File: src/rtl/bridge_pkg.sv
// Shared definitions for the inter-bus UART bridge: packet byte layout, mode
// encoding, receive byte-FSM states and bit-timing helper.
package bridge_pkg;

  localparam logic [1:0] BYTE_IDX_DATA    = 2'd0;
  localparam logic [1:0] BYTE_IDX_ADDR_LO = 2'd1;
  localparam logic [1:0] BYTE_IDX_ADDR_HI = 2'd2;

  localparam logic BRIDGE_MODE_READ  = 1'b0;
  localparam logic BRIDGE_MODE_WRITE = 1'b1;

  typedef enum logic [2:0] {
    RX_IDLE,
    RX_START,
    RX_DATA,
    RX_PARITY,
    RX_STOP
  } rx_state_t;

  function automatic int clks_per_bit(input int clock_frequency, input int baudrate);
    return clock_frequency / baudrate;
  endfunction

endpackage

File: src/rtl/uart_rx_byte.sv
// UART byte receiver: 2-flop synchronizer, start/data/stop FSM and bit counter.
// Define BRIDGE_RX_PARITY_EN for 8E1 framing (even parity); default is 8N1.
module uart_rx_byte
  import bridge_pkg::*;
#(
  parameter int CLKS_PER_BIT = 16
) (
  input  logic       clock,
  input  logic       rst,
  input  logic       uart_rx,
  output logic       byte_valid,
  output logic [7:0] byte_data,
  output logic       byte_err
);

  localparam int CNT_W = $clog2(CLKS_PER_BIT);
  localparam logic [CNT_W-1:0] HALF_BIT = CNT_W'(CLKS_PER_BIT / 2);
  localparam logic [CNT_W-1:0] FULL_BIT = CNT_W'(CLKS_PER_BIT - 1);

  logic             sync_p0;
  logic             sync_p1;
  logic             rx_prev;
  logic             start_edge;
  rx_state_t        state;
  rx_state_t        state_nxt;
  logic [CNT_W-1:0] cnt;
  logic             cnt_zero;
  logic [2:0]       bit_idx;
  logic [7:0]       shift_p0;
  logic             par_bad;

  // Stage p0/p1: synchronizer; rx_prev is the falling-edge reference.
  always_ff @(posedge clock or negedge rst) begin
    if (!rst) begin
      sync_p0 <= 1'b1;
      sync_p1 <= 1'b1;
      rx_prev <= 1'b1;
    end else begin
      sync_p0 <= uart_rx;
      sync_p1 <= sync_p0;
      rx_prev <= sync_p1;
    end
  end

  assign start_edge = rx_prev & ~sync_p1;
  assign cnt_zero   = (cnt == '0);

  always_ff @(posedge clock or negedge rst) begin
    if (!rst) begin
      state <= RX_IDLE;
    end else begin
      state <= state_nxt;
    end
  end

  always_comb begin
    state_nxt = state;
    unique case (state)
      RX_IDLE: begin
        if (start_edge) state_nxt = RX_START;
      end
      RX_START: begin
        if (cnt_zero) state_nxt = sync_p1 ? RX_IDLE : RX_DATA;
      end
      RX_DATA: begin
        if (cnt_zero && (bit_idx == 3'd7)) begin
`ifdef BRIDGE_RX_PARITY_EN
          state_nxt = RX_PARITY;
`else
          state_nxt = RX_STOP;
`endif
        end
      end
      RX_PARITY: begin
        if (cnt_zero) state_nxt = RX_STOP;
      end
      RX_STOP: begin
        if (cnt_zero) state_nxt = RX_IDLE;
      end
      default: state_nxt = RX_IDLE;
    endcase
  end

  // Idle keeps the half-bit preload ready so the start-bit centre is found
  // without an extra load cycle; every later interval is a full bit.
  always_ff @(posedge clock or negedge rst) begin
    if (!rst) begin
      cnt     <= '0;
      bit_idx <= '0;
    end else if (state == RX_IDLE) begin
      cnt     <= HALF_BIT;
      bit_idx <= '0;
    end else if (cnt_zero) begin
      cnt <= FULL_BIT;
      if (state == RX_DATA) bit_idx <= bit_idx + 3'd1;
    end else begin
      cnt <= cnt - 1'b1;
    end
  end

  always_ff @(posedge clock) begin
    if ((state == RX_DATA) && cnt_zero) shift_p0 <= {sync_p1, shift_p0[7:1]};
  end

`ifdef BRIDGE_RX_PARITY_EN
  always_ff @(posedge clock or negedge rst) begin
    if (!rst) begin
      par_bad <= 1'b0;
    end else if ((state == RX_PARITY) && cnt_zero) begin
      par_bad <= ^{shift_p0, sync_p1};
    end
  end
`else
  assign par_bad = 1'b0;
`endif

  // A parity failure is reported at the stop sample, like a bad stop bit.
  always_comb begin
    byte_valid = 1'b0;
    byte_err   = 1'b0;
    if ((state == RX_STOP) && cnt_zero) begin
      if (sync_p1 && !par_bad) byte_valid = 1'b1;
      else                     byte_err   = 1'b1;
    end
  end

  assign byte_data = shift_p0;

endmodule

File: src/rtl/bridge_uart_rx.sv
// Bridge link receiver: assembles 3-byte packets {data, addr_lo, mode/addr_hi}
// from uart_rx_byte into a one-entry valid/ready buffer. Parity via BRIDGE_RX_PARITY_EN.
module bridge_uart_rx
  import bridge_pkg::*;
#(
  parameter int BAUDRATE        = 19200,
  parameter int CLOCK_FREQUENCY = 50000000,
  parameter int ADDR_WIDTH      = 12
) (
  input  logic                  clock,
  input  logic                  rst,
  input  logic                  uart_rx,
  output logic                  pkt_valid,
  input  logic                  pkt_ready,
  output logic                  pkt_mode,
  output logic [ADDR_WIDTH-1:0] pkt_addr,
  output logic [7:0]            pkt_data,
  output logic                  frame_err,
  output logic                  overflow
);

  localparam int CLKS_PER_BIT = clks_per_bit(CLOCK_FREQUENCY, BAUDRATE);

  logic                  byte_valid;
  logic                  byte_err;
  logic [7:0]            byte_data;
  logic [1:0]            idx;
  logic [7:0]            data_slot;
  logic [7:0]            addr_lo_slot;
  logic                  pkt_done;
  logic                  accept;
  logic                  load;
  logic                  new_mode;
  logic [ADDR_WIDTH-1:0] new_addr;

  uart_rx_byte #(
    .CLKS_PER_BIT(CLKS_PER_BIT)
  ) u_rx_byte (
    .clock     (clock),
    .rst       (rst),
    .uart_rx   (uart_rx),
    .byte_valid(byte_valid),
    .byte_data (byte_data),
    .byte_err  (byte_err)
  );

  // Assembler: byte2 is consumed straight off the receiver, not stored.
  always_ff @(posedge clock or negedge rst) begin
    if (!rst) begin
      idx <= BYTE_IDX_DATA;
    end else if (byte_err) begin
      idx <= BYTE_IDX_DATA;
    end else if (byte_valid) begin
      idx <= (idx == BYTE_IDX_ADDR_HI) ? BYTE_IDX_DATA : idx + 2'd1;
    end
  end

  always_ff @(posedge clock) begin
    if (byte_valid && (idx == BYTE_IDX_DATA))    data_slot    <= byte_data;
    if (byte_valid && (idx == BYTE_IDX_ADDR_LO)) addr_lo_slot <= byte_data;
  end

  assign pkt_done = byte_valid && (idx == BYTE_IDX_ADDR_HI);
  assign accept   = pkt_valid && pkt_ready;
  assign load     = pkt_done && (!pkt_valid || pkt_ready);
  assign new_mode = byte_data[7] ? BRIDGE_MODE_WRITE : BRIDGE_MODE_READ;
  assign new_addr = ADDR_WIDTH'({byte_data[4:0], addr_lo_slot});

  // Output buffer: a full, unaccepted buffer keeps the older packet.
  always_ff @(posedge clock or negedge rst) begin
    if (!rst) begin
      pkt_valid <= 1'b0;
      pkt_mode  <= BRIDGE_MODE_READ;
      pkt_addr  <= '0;
      pkt_data  <= '0;
      frame_err <= 1'b0;
      overflow  <= 1'b0;
    end else begin
      frame_err <= byte_err;
      overflow  <= pkt_done && pkt_valid && !pkt_ready;
      if (load) begin
        pkt_valid <= 1'b1;
        pkt_mode  <= new_mode;
        pkt_addr  <= new_addr;
        pkt_data  <= data_slot;
      end else if (accept) begin
        pkt_valid <= 1'b0;
      end
    end
  end

endmodule
File: config.mk
export PLATFORM = sky130hd
export DESIGN_NAME = bridge_uart_rx
export DESIGN_NICKNAME = d
export VERILOG_FILES = /design/src/rtl/bridge_pkg.sv /design/src/rtl/uart_rx_byte.sv /design/src/rtl/bridge_uart_rx.sv
export SDC_FILE = /design/constraint.sdc
export NUM_CORES = 1
export LEC_CHECK = 0
export CAP_MARGIN = 15
export CORE_ASPECT_RATIO = 1.4
export CORE_MARGIN = 5
export CORE_UTILIZATION = 56
export DETAILED_ROUTE_END_ITERATION = 16
export PLACE_DENSITY = 0.78
export SYNTH_ARGS = -nofsm -noshare
export SYNTH_HDL_FRONTEND = slang
export SYNTH_SLANG_ARGS = --single-unit
File: constraint.sdc
create_clock -name clock -period 3.35 [get_ports clock]
set_clock_uncertainty 0.2 [all_clocks]
set_input_delay 0.67 -clock clock [delete_from_list [all_inputs] [get_ports clock]]
set_output_delay 0.67 -clock clock [all_outputs]
set_load 0.03 [all_outputs]
==> out/qor.txt <==
outcome: complete, no violations
reg2reg start: u_rx_byte.cnt[0]$_DFF_PN0_
Fin Setup TNS: 0 ns
CTS tree: done
dpl cell area: 3140 µm²
WHS: 0.157 ns
via count: 1,621
core area: 4880 µm²
Max Clk Rate: 357 MHz
clock network fraction of design power: 32.8%
antenna cells: 0
HP Start: u_rx_byte.sync_p0$_DFF_PN1_
CP top delay family: simple AND/OR/NAND/NOR gates
num ports: 28
Inst Count DP: 274
switch share: 25.8%
Rows: 30
Starting Density: 58.4%
syn_nets: 197
hold endpoint: u_rx_byte.sync_p1$_DFF_PN1_
startpoint types: flop
Pint: 1.30 mW
reg-to-reg endpoint: addr_lo_slot[0]$_DFFE_PP_
initial antenna violation count: 0
Worst slew margin: 31.7%
ratio of cells with drive above 1 in the final layout: 21.2%
port bufs: 27
chip width: 70.3 µm
fin. max-slew vios: 0
delay of the slowest cell on the worst path: 0.54 ns
Root Driver: clkbuf_8
Reg power frac: 57.3%
dominant cells by area after synthesis: dfrtp_1, edfxtp_1, mux2_4, dfstp_2, ha_1
Worst Path Buf+Inv: 1
combinational fraction of design power: 9.9%
crit path time final: 2.80 ns
largest net degree at the start of global routing: 48
worst-path fanout max: 9
kind of critical path: flop to flop
vias in the first global route: 1,661
path depth of the worst reg2reg path: 5
worst-margin pin slew: 1.02 ns
Fin. Hold Viols: 0
first-pass GRT wire length: 8.09 mm
critical path data arrival time: 2.57 ns
area grow syn2layout: 16.0%
post-synth top area share: 38.6%
crit end category: flop
VDD IR max: 361 µV
DR pass1 iterations: 4
Seq/Total Area, Yosys: 66.7%
Yosys Warn Count: 0
Cell Area, Synth: 2850 µm²
gp weighted congestion: 0.812
cts bufs inserted: 9
Worst Path Required: 3.12 ns
Max Root-Sink Buffers: 2
Hold-fix buffers, CTS: 0
clock sinks: 71
die area: 6630 µm²
worst min path class: flop to flop
Final period util: 83.6%
post-DP HPWL: 3.28 mm
post-synthesis cell type count: 39
post-synthesis cell count: 189
final setup violation count: 0
total grt overflow: 0
detailed-route DRC error count: 0
Die Y: 94.4 µm
RSZ-0062 raised after global routing: no
Layout Nets: 229
setup bufs post-CTS: 0
power per cell area: 532 nW/µm²
Design Area, Final: 3310 µm²
Worst-path clk slew: 0.07 ns
syn_area_per_cell: 15.1 µm²
cts repair resizes: 0
final cell count without fillers: 290
Psw: 454 µW
Synth Register Bits: 71
final wirelength: 4.73 mm
# Max-Cap Violations: 0
Via density: 5.59
H-tree levels: 3
Reg2Reg Setup Slack: 0.55 ns
crit-path cells: inv_1, ha_1, or3b_2, or4b_4, nor2_1
worst hold stages: 0
initial drt markers: 65
CP Depth: 5
crit path max-delay cell type: or4b_4
leakage power: 1.40 nW
DRT antenna net count: 0
wire length per cell: 16.3 µm
clock insertion delay at the later pin of the skew report: 0.34 ns
cell taking the most area after synthesis: dfrtp_1
GR Util All Layers: 16.2%
## power groups by stage
stage	Clock, mW	Sequential, mW	Combinational [mW]
after CTS	0.589	1.00	0.173
after floorplan	0	1.00	0.131
after detailed placement	0	1.02	0.169
final	0.577	1.01	0.174
after global routing	0.633	1.01	0.194
after global placement	0	1.01	0.160
## metrics by stage
step	power (mW)	util, %	setup WS (ns)
after floorplan	1.13	-	0.287
after global placement	1.17	64.3	0.631
after detailed placement	1.19	64.3	0.537
after CTS	1.77	67.7	0.530
after global routing	1.84	67.7	0.440
final	1.76	67.7	0.550
## flip-flops by register name, indices dropped and copies added (netlist names), 2 cells and up
register,count
addr_lo_slot,8
u_rx_byte.bit_idx,3
u_rx_byte.byte_data,8
u_rx_byte.cnt,12
idx,2
u_rx_byte.state,3
pkt_addr,12
pkt_data,8
data_slot,8
## cell type report
class / instances / area [µm²]
inverter: 2 / 7.51
fill: 358 / 1570
sequential: 71 / 1900
timing repair buffer: 29 / 280
clock inverter: 4 / 22.5
tap: 64 / 80.1
multi-input combinational: 108 / 870
clock buffer: 12 / 145
## placed cells by master (no fill, tap or decap), types with 3 or more instances in the layout
cell type	Yosys	routed
nor3_1	6	6
edfxtp_1	24	24
nand3_1	7	7
clkdlybuf4s50_1	0	26
nand2_1	10	10
dfstp_2	3	3
or4_1	3	3
a21oi_1	8	8
clkbuf_8	0	10
nor2_1	11	11
mux2_4	20	20
xor2_1	4	4
ha_1	4	4
xnor2_1	4	4
dfrtp_1	44	44
o21ai_0	4	4
## metal layers
| layer | vias up | routed length [µm] | GRT usage (%) |
|---|---|---|---|
| li1 | 748 | - | - |
| met1 | 820 | 1850 | 18.4 |
| met2 | 41 | 2520 | 27.3 |
| met3 | 12 | 231 | 4.15 |
| met4 | 0 | 123 | 9.74 |
| met5 | - | 0 | 0 |
## worst max path at each step
stage	end	startpoint	slack, ns
2_1_floorplan	u_rx_byte.byte_data[0]$_DFFE_PP_	u_rx_byte.cnt[0]$_DFF_PN0_	0.29
3_3_place_gp	addr_lo_slot[1]$_DFFE_PP_	u_rx_byte.cnt[0]$_DFF_PN0_	0.63
3_5_place_dp	addr_lo_slot[0]$_DFFE_PP_	u_rx_byte.cnt[0]$_DFF_PN0_	0.54
4_1_cts	addr_lo_slot[1]$_DFFE_PP_	u_rx_byte.cnt[0]$_DFF_PN0_	0.53
5_1_grt	addr_lo_slot[0]$_DFFE_PP_	u_rx_byte.cnt[0]$_DFF_PN0_	0.44
6_report	addr_lo_slot[0]$_DFFE_PP_	u_rx_byte.cnt[0]$_DFF_PN0_	0.55
## Yosys cell counts
master	instances
a21o_2	2
a21oi_1	8
buf_12	2
buf_2	1
buf_6	1
clkbuf_1	4
dfrtp_1	44
dfstp_2	3
edfxtp_1	24
ha_1	4
inv_1	2
mux2_2	1
mux2_4	20
nand2_1	10
nand2b_1	2
nand3_1	7
nand3b_1	2
nand4_1	1
nand4b_1	1
nor2_1	11
nor2b_1	1
nor3_1	6
nor3b_1	2
nor4_1	1
nor4b_1	2
o21ai_0	4
o311ai_0	2
o31ai_1	2
or2_2	1
or2_4	1
or3_1	1
or3_2	1
or3b_2	1
or4_1	3
or4b_2	1
or4b_4	1
or4bb_2	1
xnor2_1	4
xor2_1	4
## cell families after synthesis
kind of cell / share of synthesized area [%]
flip-flops: 66.7
AND/OR/NAND/NOR: 11.5
multiplexers: 10.9
AO/OA/AOI/OAI: 3.86
buffers and inverters: 2.77
XOR/XNOR: 2.46
adder cells (fa/ha/maj): 1.76
No activity file was read; power rests on OpenSTA's default activity.
